## src/rtl/alu_exec_stage_if.sv

```systemverilog
// Handshake and operand/result bundle between issue, the execute stage and writeback.
// master = upstream/downstream side (bench), slave = the execute stage.
interface alu_exec_stage_if #(
  parameter int unsigned WIDTH = 32
);
  logic             in_valid;
  logic             in_ready;
  logic [WIDTH-1:0] in_x;
  logic [WIDTH-1:0] in_y;
  logic [3:0]       in_op;
  logic             out_valid;
  logic             out_ready;
  logic [WIDTH-1:0] out_result;
  logic             out_zero;
  logic             out_err;

  modport master (
    output in_valid, in_x, in_y, in_op, out_ready,
    input  in_ready, out_valid, out_result, out_zero, out_err
  );

  modport slave (
    input  in_valid, in_x, in_y, in_op, out_ready,
    output in_ready, out_valid, out_result, out_zero, out_err
  );
endinterface

```

## src/rtl/alu_exec_stage.sv

```systemverilog
// Registered MIPS32 execute stage: single-cycle ALU ops plus a sliced multi-cycle
// Hamming-distance op, with valid/ready on both sides.
module alu_exec_stage #(
  parameter int unsigned WIDTH = 32,
  parameter int unsigned SLICE = 8
) (
  input logic               clk,
  input logic               rst_n,
  alu_exec_stage_if.slave   bus
);

  localparam int unsigned NSLICE = WIDTH / SLICE;
  localparam int unsigned CNT_W  = (NSLICE > 1) ? $clog2(NSLICE) : 1;

  localparam logic [3:0] OpAnd  = 4'd0;
  localparam logic [3:0] OpOr   = 4'd1;
  localparam logic [3:0] OpXor  = 4'd2;
  localparam logic [3:0] OpNor  = 4'd3;
  localparam logic [3:0] OpAdd  = 4'd4;
  localparam logic [3:0] OpSub  = 4'd5;
  localparam logic [3:0] OpSlt  = 4'd6;
  localparam logic [3:0] OpSltu = 4'd7;
  localparam logic [3:0] OpSll  = 4'd8;
  localparam logic [3:0] OpSrl  = 4'd9;
  localparam logic [3:0] OpSra  = 4'd10;
  localparam logic [3:0] OpHam  = 4'd11;

  typedef enum logic [1:0] {StIdle, StHamRun, StHold} state_e;

  state_e           state_q, state_d;
  logic [CNT_W-1:0] cnt_q;
  logic [WIDTH-1:0] acc_q;
  logic [WIDTH-1:0] x_q, y_q;
  logic [WIDTH-1:0] result_q;
  logic             zero_q, err_q;

  logic             accept;
  logic             is_ham;
  logic             last_slice;
  logic [WIDTH-1:0] alu_res;
  logic             alu_err;
  logic [WIDTH-1:0] diff_sh;
  logic [SLICE-1:0] slice;
  logic [WIDTH-1:0] pop;
  logic [WIDTH-1:0] ham_sum;
  logic [4:0]       shamt;

  assign accept     = bus.in_valid && bus.in_ready;
  assign is_ham     = (bus.in_op == OpHam);
  assign last_slice = (cnt_q == CNT_W'(NSLICE - 1));
  assign shamt      = bus.in_y[4:0];

  // Single-cycle ops read the live inputs; their result is captured at the accept edge.
  always_comb begin
    alu_res = '0;
    alu_err = 1'b0;
    case (bus.in_op)
      OpAnd:   alu_res = bus.in_x & bus.in_y;
      OpOr:    alu_res = bus.in_x | bus.in_y;
      OpXor:   alu_res = bus.in_x ^ bus.in_y;
      OpNor:   alu_res = ~(bus.in_x | bus.in_y);
      OpAdd:   alu_res = bus.in_x + bus.in_y;
      OpSub:   alu_res = bus.in_x - bus.in_y;
      OpSlt:   alu_res = {{(WIDTH-1){1'b0}}, ($signed(bus.in_x) < $signed(bus.in_y))};
      OpSltu:  alu_res = {{(WIDTH-1){1'b0}}, (bus.in_x < bus.in_y)};
      OpSll:   alu_res = bus.in_x << shamt;
      OpSrl:   alu_res = bus.in_x >> shamt;
      OpSra:   alu_res = $signed(bus.in_x) >>> shamt;
      OpHam:   alu_res = '0;
      default: alu_err = 1'b1;
    endcase
  end

  always_comb begin
    diff_sh = (x_q ^ y_q) >> (32'(cnt_q) * SLICE);
    slice   = diff_sh[SLICE-1:0];
    pop     = '0;
    for (int i = 0; i < int'(SLICE); i++) begin
      pop = pop + {{(WIDTH-1){1'b0}}, slice[i]};
    end
    ham_sum = acc_q + pop;
  end

  // FSM: state register
  always_ff @(posedge clk or negedge rst_n) begin
    if (!rst_n) state_q <= StIdle;
    else        state_q <= state_d;
  end

  // FSM: next state
  always_comb begin
    state_d = state_q;
    unique case (state_q)
      StIdle:   if (accept) state_d = is_ham ? StHamRun : StHold;
      StHamRun: if (last_slice) state_d = StHold;
      StHold: begin
        if (bus.out_ready) begin
          if (bus.in_valid) state_d = is_ham ? StHamRun : StHold;
          else              state_d = StIdle;
        end
      end
      default:  state_d = StIdle;
    endcase
  end

  // FSM: outputs
  always_comb begin
    bus.in_ready  = (state_q == StIdle) || ((state_q == StHold) && bus.out_ready);
    bus.out_valid = (state_q == StHold);
  end

  always_ff @(posedge clk or negedge rst_n) begin
    if (!rst_n) begin
      cnt_q    <= '0;
      acc_q    <= '0;
      x_q      <= '0;
      y_q      <= '0;
      result_q <= '0;
      zero_q   <= 1'b0;
      err_q    <= 1'b0;
    end else if (accept) begin
      x_q   <= bus.in_x;
      y_q   <= bus.in_y;
      cnt_q <= '0;
      acc_q <= '0;
      if (!is_ham) begin
        result_q <= alu_res;
        zero_q   <= (alu_res == '0);
        err_q    <= alu_err;
      end
    end else if (state_q == StHamRun) begin
      acc_q <= ham_sum;
      cnt_q <= cnt_q + 1'b1;
      if (last_slice) begin
        result_q <= ham_sum;
        zero_q   <= (ham_sum == '0);
        err_q    <= 1'b0;
      end
    end
  end

  assign bus.out_result = result_q;
  assign bus.out_zero   = zero_q;
  assign bus.out_err    = err_q;

endmodule

```

## src/flat_wrapper.sv

```systemverilog
// flat-port wrapper written by rule: the top's interface ports become plain ports
module alu_exec_stage_flat 
#(
  parameter int unsigned WIDTH = 32,
  parameter int unsigned SLICE = 8
)
  (clk, rst_n, bus_in_valid, bus_in_x, bus_in_y, bus_in_op, bus_out_ready, bus_in_ready, bus_out_valid, bus_out_result, bus_out_zero, bus_out_err);
  alu_exec_stage_if #(.WIDTH(WIDTH)) bus_i ();
  input logic clk;
  input logic rst_n;
  input wire logic [$bits(bus_i.in_valid)-1:0] bus_in_valid;
  input wire logic [$bits(bus_i.in_x)-1:0] bus_in_x;
  input wire logic [$bits(bus_i.in_y)-1:0] bus_in_y;
  input wire logic [$bits(bus_i.in_op)-1:0] bus_in_op;
  input wire logic [$bits(bus_i.out_ready)-1:0] bus_out_ready;
  output wire logic [$bits(bus_i.in_ready)-1:0] bus_in_ready;
  output wire logic [$bits(bus_i.out_valid)-1:0] bus_out_valid;
  output wire logic [$bits(bus_i.out_result)-1:0] bus_out_result;
  output wire logic [$bits(bus_i.out_zero)-1:0] bus_out_zero;
  output wire logic [$bits(bus_i.out_err)-1:0] bus_out_err;
  assign bus_i.in_valid = bus_in_valid;
  assign bus_i.in_x = bus_in_x;
  assign bus_i.in_y = bus_in_y;
  assign bus_i.in_op = bus_in_op;
  assign bus_i.out_ready = bus_out_ready;
  assign bus_in_ready = bus_i.in_ready;
  assign bus_out_valid = bus_i.out_valid;
  assign bus_out_result = bus_i.out_result;
  assign bus_out_zero = bus_i.out_zero;
  assign bus_out_err = bus_i.out_err;
  alu_exec_stage #(.WIDTH(WIDTH), .SLICE(SLICE)) u_core (.clk(clk), .rst_n(rst_n), .bus(bus_i));
endmodule
```

## config.mk

```make
export PLATFORM = sky130hd
export DESIGN_NAME = alu_exec_stage_flat
export DESIGN_NICKNAME = d
export VERILOG_FILES = /design/src/rtl/alu_exec_stage_if.sv /design/src/rtl/alu_exec_stage.sv /design/src/flat_wrapper.sv
export SDC_FILE = /design/constraint.sdc
export NUM_CORES = 1
export LEC_CHECK = 0
export BUFFER_PORTS_ARGS = -buffer_cell sky130_fd_sc_hd__buf_2
export CELL_PAD_IN_SITES_DETAIL_PLACEMENT = 0
export CELL_PAD_IN_SITES_GLOBAL_PLACEMENT = 1
export CORE_MARGIN = 3
export CORE_UTILIZATION = 50
export CTS_BUF_LIST = sky130_fd_sc_hd__clkbuf_4
export DETAILED_ROUTE_END_ITERATION = 12
export GPL_TIMING_DRIVEN = 0
export HOLD_SLACK_MARGIN = 0.06
export PLACE_DENSITY_LB_ADDON = 0.1
export SLEW_MARGIN = 10
export SYNTH_ARGS = -nofsm -noshare
export SYNTH_HDL_FRONTEND = slang
export SYNTH_SLANG_ARGS = --single-unit
export TNS_END_PERCENT = 1
```

## constraint.sdc

```tcl
create_clock -name clk -period 10.55 [get_ports clk]
set_input_delay 1.055 -clock clk [delete_from_list [all_inputs] [get_ports clk]]
set_output_delay 1.055 -clock clk [all_outputs]
set_load 0.02 [all_outputs]
```

### Word level (Yosys, flattened, before mapping)

Cells that the tools add are included.

| storage, ports and cells | value |
|---|---|
| bits in registers | 134 |
| output and inout bits | 36 |
| word-level logic and storage cells | 84 |

| operators by class | value |
|---|---|
| add/sub/neg operators | 11 |
| $lt $le $gt $ge | 2 |
| equality and inequality tests | 18 |
| shift operators | 4 |
| mux-type cells | 24 |
| bitwise operators | 5 |
| reduce and logical (&&, ||, !) cells | 12 |

Operators with widths:

| operator | number |
|---|---|
| case mux 32 bit (11 select lines) | 1 |
| adder 32 x 1 -> 32 bit | 6 |
| two-way mux 32 bit | 6 |
| adder 32 bit | 2 |
| logical NOT 32 bit | 2 |
| less-than comparator 32 bit | 2 |
| bitwise XOR 32 bit | 2 |
| AND 32 bit | 1 |
| NOT 32 bit | 1 |
| bitwise OR 32 bit | 1 |
| left shift 32 x 5 -> 32 bit | 1 |
| right shift 32 x 5 -> 32 bit | 1 |
| right shift 32 x 5 -> 8 bit | 1 |
| >>> shifter 32 x 5 -> 32 bit | 1 |
| subtractor 32 bit | 1 |
| equality test 4 x 3 -> 1 bit, second input constant | 4 |
| equality test 4 bit, second input constant | 4 |
| two-way mux 2 bit | 7 |
| OR reduction 11 bit | 1 |
| two-way mux 1 bit | 9 |
| equality test 4 x 2 -> 1 bit, second input constant | 2 |
| case mux 2 bit (3 select lines) | 1 |
| AND reduction 3 bit | 2 |
| equality test 2 bit, second input constant | 2 |
| other kinds (11) | 15 |

### Logic depth before layout (Yosys ltp)

Gate-level depths: netlist of the first run.

| depth | value |
|---|---|
| word-level depth | 14 |
| depth in mapped cells | 21 |
| depth with buffers taken out | 21 |

### Least setup slack after synthesis of the first run

OpenSTA, ideal clock, no wires.

| path | value |
|---|---|
| path type | reg-to-reg |
| from | register u_core.cnt_q[0] |
| to | register u_core.zero_q (netlist: u_core.bus.out_zero) |
| library setup time | 0.076 ns |
| arrival | 5.627 ns |
| required time | 10.474 ns |
| slack | 4.846 ns |
| stages on the path, launching flop included | 22 |
| buffers on the path | 1 |
| cells stage by stage | dfrtp_1 > clkbuf_1 > mux4_2 > ha_1 > fa_1 > inv_1 > fa_1 > fa_1 > inv_1 > ha_1 > fa_1 > a21o_1 > a21oi_1 > o21ai_1 > nand4_1 > nor2_1 > or3_1 > a21boi_0 > o2111ai_1 > nor4_1 > a22oi_1 > o21ai_1 |

| on the way | value |
|---|---|
| longest elaborated chain between the ends | 13 |

Ends and longest elaborated chain:

| what | line | text |
|---|---|---|
| start, declared | alu_exec_stage.sv:31 | `logic [CNT_W-1:0] cnt_q;` |
| start signal, assigned | alu_exec_stage.sv:133 | `cnt_q <= cnt_q + 1'b1;` |
| right shift 32 x 5 -> 8 bit | alu_exec_stage.sv:75 | `diff_sh = (x_q ^ y_q) >> (32'(cnt_q) * SLICE);` |
| adder 1 x 1 -> 2 bit | alu_exec_stage.sv:79 | `pop = pop + {{(WIDTH-1){1'b0}}, slice[i]};` |
| adder 32 x 1 -> 32 bit (6 in series) | alu_exec_stage.sv:79 |  |
| adder 32 bit | alu_exec_stage.sv:81 | `ham_sum = acc_q + pop;` |
| logical NOT 32 bit | alu_exec_stage.sv:136 | `zero_q <= (ham_sum == '0);` |
| two-way mux 1 bit | alu_exec_stage.sv:134 | `if (last_slice) begin` |
| two-way mux 1 bit | alu_exec_stage.sv:131 | `end else if (state_q == StHamRun) begin` |
| two-way mux 1 bit | alu_exec_stage.sv:121 | `end else if (accept) begin` |
| end signal, assigned | alu_exec_stage.sv:128 | `zero_q <= (alu_res == '0);` |
| end signal, assigned | alu_exec_stage.sv:136 |  |
| end, declared | alu_exec_stage.sv:35 | `logic zero_q, err_q;` |

Parallel ways exist; a longest one is shown, timed or not. The select of a mux whose other input is x is not followed.
A chain may end at the register's enable or synchronous reset.

### Worst setup path after layout of the first run

| path | value |
|---|---|
| from | input bus_in_y[2] |
| to | register u_core.zero_q (netlist: u_core.bus.out_zero) |

| on the way | value |
|---|---|
| longest elaborated chain between the ends | 6 |

Ends and longest elaborated chain:

| what | line | text |
|---|---|---|
| start, declared | flat_wrapper.sv:13 | `input wire logic [$bits(bus_i.in_y)-1:0] bus_in_y;` |
| branches (longest 2 deep; another with subtractor 32 bit) | - |  |
| case mux 32 bit (11 select lines) (*) | alu_exec_stage.sv:57 | `case (bus.in_op)` |
| logical NOT 32 bit (*) | alu_exec_stage.sv:128 |  |
| two-way mux 1 bit (*) | alu_exec_stage.sv:126 | `if (!is_ham) begin` |
| two-way mux 1 bit (*) | alu_exec_stage.sv:121 |  |

Mark *: on every way between the ends. The select of a mux whose other input is x is not followed.

==> results.toml, run 1 <==
[sta]
slew_violations = 0
post-route-min-period_ns = 7.89
tightestPinTransition_ns = 1.25
fmax_mhz = 127
maxSlewHeadroom = 0.169
finalSetupTns_ns = 0
clock_skew_ns = 0.0407
hold_viol = 0
grt_setup_unrepaired = "false"
setup_viol = 0
fin_hold_ws_ns = 0.303
finalCritPeriodShare = 0.748

[route]
vias = 20100
drt-pass1-iter-count = 6
wl_per_cell_microns = 30.7
antenna_left = 0
drc = 0
drtIter0Drc = 2954
wl_microns = 86200
vias_per_cell = 7.15

[setup_path]
crit_buf_inv = 8
slowest_delay_ns = 0.91
slowest_stage = "buf_1"
path_class = "input port to flop"
cpMostUsedCell = "clkbuf_1"
cp-end-kind = "flop"
cp.required_ns = 11.13
crit_fanout = 11
cp_cell_sequence = "buf_2 > clkbuf_1 > inv_2 > buf_2 > buf_1 > clkbuf_1 > buf_1 > ha_1 > clkbuf_1 > a21o_1 > a221oi_2 > a2111oi_1 > nor2_1 > a211oi_1 > a2111o_1 > a2bb2oi_1 > o31ai_1 > o31ai_1 > or3b_2 > o21ai_1"
crit_family = "buffers and inverters"
cp.arrival_ns = 8.47
startpoint_type = "input port"

[logic_synthesis]
synth-main-ff-cell = "dfrtp_1"
synth_edf_count = 0
syn_area_sq_um = 17200
synthCells = 2211
synth_nets = 2399
ys_ff_latch = 134
ys_seq_area_frac = 0.195
syn_avg_cell_area_sq_um = 7.77
yosysUniqueCellTypes = 93
synth-warning-count = 0
synth-async-reset-ratio = 1.00

[cts]
tritoncts.num_buffers = 17
clk_pin_slew_ns = 0.14
insertion_delay_ns = 0.68
cts_tree = "yes"
clk_path_buf_depth = 2
post_cts_buffers = 0
post_cts_resized = 0
cts_hold_buf = 0
cts_max_level = 4
clock_sinks = 134
root_buffer = "clkbuf_4"

[placement]
gp_congestion = 1.15
place_area_sq_um = 18300
post-dp-hpwl_microns = 68000
port-buffer-count = 107

[layout]
drive_above_1_share = 0.129
fill_cells = 3313
final_common_cell = "nand2_1"
syn_to_final_growth_pct = 8.43
layout_common_cells = "nand2_1, o21ai_0, nor2_1"
nNetsFinal = 2527
finalInstanceArea_sq_um = 18600

[floorplanning]
ios = 108
rows = 67
die_h_microns = 191
start_util = 0.510
core_area_sq_um = 33700
dieArea_sq_um = 36600
die_w_microns = 191

[global_route]
grt_pass1_vias = 18500
track_usage = 0.465
grt_overflow = 0
grt_pass1_wl_microns = 125000
grt_max_degree = 89
antenna_found_initial = 10

[power]
p_per_area_nw_per_um2 = 119
cellLeakagePower_nw = 7.82
ir_drop_mv = 0.100

[flow_run]
drv_cap = 0

[min_path]
hp-class = "input port to asynchronous set/reset pin"

[run_status]
status = "finished clean"
[final cells by class]
class | count | area (sq um) | area share
sequential | 134 | 3350 | 0.180
multi-input combinational | 1792 | 12700 | 0.681
antenna | 7 | 17.5 | 0.000940
timing repair buffer | 109 | 579 | 0.0311
clock buffer | 18 | 135 | 0.00725
clock inverter | 14 | 154 | 0.00826
tap | 448 | 561 | 0.0301
buffer | 179 | 754 | 0.0405
inverter | 106 | 398 | 0.0213
[final timing paths]
path,from,slack [ns],to,cells past startpoint
hold reg to reg,u_core.bus.out_result[6],0.49,u_core.bus.out_result[6],2
setup reg to reg,u_core.cnt_q[0],3.80,u_core.acc_q[29],18
hold / removal,rst_n,0.30,u_core.x_q[25],1
min in group clk,u_core.bus.out_result[6],0.49,u_core.bus.out_result[6],2
setup / recovery,bus_in_y[2],2.66,u_core.bus.out_zero,20
max in group asynchronous,rst_n,9.38,u_core.acc_q[11],2
[flip-flops by register name (all words and copies together) (netlist names)]
register,count
u_core.state_q,2
u_core.bus.out_err,1
u_core.bus.out_zero,1
u_core.y_q,32
u_core.acc_q,32
u_core.cnt_q,2
u_core.x_q,32
u_core.bus.out_result,32
[routing by layer]
layer	track usage	vias to the layer above	wire, microns
met5	0	-	39
met4	0.278	6	7100
met3	0.150	412	12500
met2	0.662	1764	34500
met1	0.611	9518	32000
li1	-	8366	-
[cells by family (layout without fill, tap and decap cells)]
group	after synthesis	after routing	share of synthesized area
DFF	134	134	0.195
other	0	7	0
buffers and inverters	285	426	0.0670
xor gates and xnor gates	96	96	0.0489
AOI/OAI and AO/OA	679	679	0.257
muxes	157	157	0.144
adders and majority gates	116	116	0.0871
and+or+nand+nor	744	744	0.201
[where the power goes]
group	switching (mW)	internal [mW]
combinational	0.799	0.400
clock	0.238	0.145
sequential	0.0491	0.579
total	1.09	1.12
[stage by stage]
step / util / instances / worst slack (ns) / power (mW)
after floorplan: - / 2211 / 4.85 / 1.33
after global placement: 0.543 / 2766 / 2.60 / 1.75
after detailed placement: 0.544 / 2768 / 2.68 / 1.78
after CTS: 0.553 / 2800 / 3.35 / 2.15
after global routing: 0.553 / 2801 / 2.82 / 2.30
final: 0.553 / 2807 / 2.66 / 2.21
[Yosys cell counts (12+ instances only)]
library cell	n	area (sq um)
nand2_1	279	1050
o21ai_0	206	1030
nor2_1	199	747
a21oi_1	145	726
dfrtp_1	134	3350
clkbuf_1	121	454
ha_1	110	1380
inv_1	102	383
nand3_1	59	295
mux4_2	55	1240
xnor2_1	54	473
mux2i_1	53	531
nor3_1	48	240
xor2_1	42	368
o211ai_1	40	300
mux2_2	37	417
a211oi_1	35	263
buf_2	26	130
buf_1	24	90.1
nor2b_1	24	150
o31ai_1	21	158
a21o_1	19	143
nor4_1	19	119
o21a_1	19	143
nand4_1	18	113
and3_1	17	106
o22ai_1	17	106
o221ai_1	15	131
a31oi_1	14	87.6
nand2b_1	12	75.1
(Power assumes the default switching activity.)
==> inputs of run 2 (changes only) <==
--- a/config.mk
+++ b/config.mk
@@ -5,11 +5,12 @@
 export SDC_FILE = /design/constraint.sdc
 export NUM_CORES = 1
 export LEC_CHECK = 0
+export ABC_AREA = 1
 export BUFFER_PORTS_ARGS = -buffer_cell sky130_fd_sc_hd__buf_2
 export CELL_PAD_IN_SITES_DETAIL_PLACEMENT = 0
 export CELL_PAD_IN_SITES_GLOBAL_PLACEMENT = 1
 export CORE_MARGIN = 3
-export CORE_UTILIZATION = 50
+export CORE_UTILIZATION = 44
 export CTS_BUF_LIST = sky130_fd_sc_hd__clkbuf_4
 export DETAILED_ROUTE_END_ITERATION = 12
 export GPL_TIMING_DRIVEN = 0
==> constraint.sdc (replaced) <==
create_clock -name clk -period 8.1 [get_ports clk]
set_input_delay 0.81 -clock clk [delete_from_list [all_inputs] [get_ports clk]]
set_output_delay 0.81 -clock clk [all_outputs]
set_load 0.02 [all_outputs]
==> results.toml, run 2 <==
[sta]
finalCritPeriodShare = 0.778
finalSetupTns_ns = 0
fmax_mhz = 159
grt_setup_unrepaired = "false"
hold_viol = 0
setup_viol = 0
clock_skew_ns = 0.0301
fin_ws_ns = 1.80
maxSlewHeadroom = 0.215
fin_hold_ws_ns = 0.111
slew_violations = 0
tightestPinTransition_ns = 1.17
post-route-min-period_ns = 6.30

[logic_synthesis]
ys_top_cells_by_area = "nand2_1, dfrtp_1, nand3_1"
ys_seq_area_frac = 0.194
synth-async-reset-ratio = 1.00
yosysTopAreaCell = "nand2_1"
ys_ff_latch = 134
syn_area_sq_um = 17300
synth_edf_count = 0
yosysUniqueCellTypes = 53
yosysMostFrequentCell = "nand2_1"
synthCells = 2992
synth-warning-count = 0
synth_nets = 3180
netlist_top_cells_count = "nand2_1, nand3_1, inv_1"
synth-main-ff-cell = "dfrtp_1"
syn_avg_cell_area_sq_um = 5.78
yosysTopAreaCellShare = 0.199

[setup_path]
crit_fanout = 10
reg2reg_depth = 27
cp-endpoint = "u_core.bus.out_zero"
path_class = "flop to flop"
r2r-start = "u_core.cnt_q[1]"
rrSetupSlack_ns = 1.80
cp.required_ns = 8.66
r2r-end = "u_core.bus.out_zero"
crit_start = "u_core.cnt_q[1]"
startpoint_type = "flop"
cp-end-kind = "flop"
cp.arrival_ns = 6.86

[layout]
nNetsFinal = 3307
instances_no_fill = 3645
fill_cells = 4218
syn_to_final_growth_pct = 8.78
final_common_cell = "nand2_1"
layout_common_cells = "nand2_1, nand3_1, inv_1"
finalInstanceArea_sq_um = 18800
post-route-util = 0.492
drive_above_1_share = 0.0923

[placement]
dpl_worst_slack_ns = 2.34
gp_congestion = 1.19
port-buffer-count = 107
post-dp-hpwl_microns = 73900
place_area_sq_um = 18500
placed_cells = 3611

[power]
p_per_area_nw_per_um2 = 160
cellLeakagePower_nw = 9.89
ir_drop_mv = 0.149
total_power_mw = 3.02

[cts]
cts_tree = "yes"
cts_max_level = 4
clk_pin_slew_ns = 0.16
post_cts_resized = 0
clk_path_buf_depth = 2
clock_sinks = 134
insertion_delay_ns = 0.63
post_cts_buffers = 0
root_buffer = "clkbuf_4"
cts_hold_buf = 0
tritoncts.num_buffers = 17

[global_route]
grt_pass1_wl_microns = 130000
grt_pass1_vias = 20100
track_usage = 0.423
grt_overflow = 0
antenna_found_initial = 4
grt_max_degree = 76

[min_path]
hp-class = "input port to asynchronous set/reset pin"

[floorplanning]
start_util = 0.453
core_area_sq_um = 38200
die_w_microns = 204
die_h_microns = 204
dieArea_sq_um = 41700
rows = 71
ios = 108

[route]
antenna_left = 0
wl_microns = 90700
drt-pass1-iter-count = 7
wl_per_cell_microns = 24.9
vias = 22100
vias_per_cell = 6.07
drtIter0Drc = 3622
drc = 0

[run_status]
status = "finished clean"

[flow_run]
drv_cap = 0
==> run 2: cell families after synthesis <==
kind of cell / Yosys count / share of synthesized area
buffers and inverters: 480 / 0.117
AO/OA/AOI/OAI: 347 / 0.111
XOR/XNOR: 58 / 0.0294
adder cells (fa/ha/maj): 116 / 0.0865
AND/OR/NAND/NOR: 1857 / 0.462
flip-flops: 134 / 0.194
==> run 2: critical path, stage by stage, from the launching register on <==
cell	delay [ns]
dfrtp_1	0.57
clkbuf_1	0.40
a211oi_1	1.05
a21oi_1	0.10
ha_1	0.34
fa_1	0.48
inv_1	0.05
fa_1	0.50
fa_1	0.41
inv_1	0.07
ha_1	0.19
fa_1	0.23
nand3_1	0.08
nand2_1	0.11
nand2_1	0.10
a21boi_4	0.23
inv_2	0.09
nor3_4	0.23
nand2_1	0.10
xor2_1	0.21
nand2_1	0.08
nor2_1	0.10
nand2_1	0.06
nor2_1	0.13
nand2_1	0.09
nand2_1	0.07
nand2_1	0.08
nand2_1	0.07
==> run 2: power by group <==
part	switching [mW]	total (mW)	internal (mW)
registers	0.0801	0.855	0.775
logic	1.14	1.66	0.511
clock network	0.337	0.507	0.171
==> run 2: how the worst min path moves through the flow <==
stage,startpoint,end,slack (ns),depth (start not counted)
final,rst_n,u_core.y_q[17],0.11,1
after global routing,rst_n,u_core.x_q[18],0.15,1
after CTS,rst_n,u_core.y_q[17],0.12,1
after detailed placement,u_core.bus.out_err,u_core.bus.out_err,0.46,2
after global placement,u_core.bus.out_err,u_core.bus.out_err,0.45,2
after floorplan,u_core.acc_q[0],u_core.acc_q[0],0.45,2
==> run 2: final cells by class <==
| class | count | area [sq um] | share of cell area |
|---|---|---|---|
| antenna | 2 | 5.00 | 0.000266 |
| buffer | 139 | 738 | 0.0392 |
| clock buffer | 17 | 128 | 0.00678 |
| clock inverter | 15 | 176 | 0.00938 |
| inverter | 341 | 1280 | 0.0683 |
| multi-input combinational | 2378 | 11900 | 0.634 |
| sequential | 134 | 3350 | 0.178 |
| tap | 511 | 639 | 0.0340 |
| timing repair buffer | 108 | 569 | 0.0303 |
==> run 2: layer usage <==
layer	GRT usage	share of wire
met5	0	0
met4	0.218	0.064
met3	0.111	0.13
met2	0.604	0.40
met1	0.583	0.40
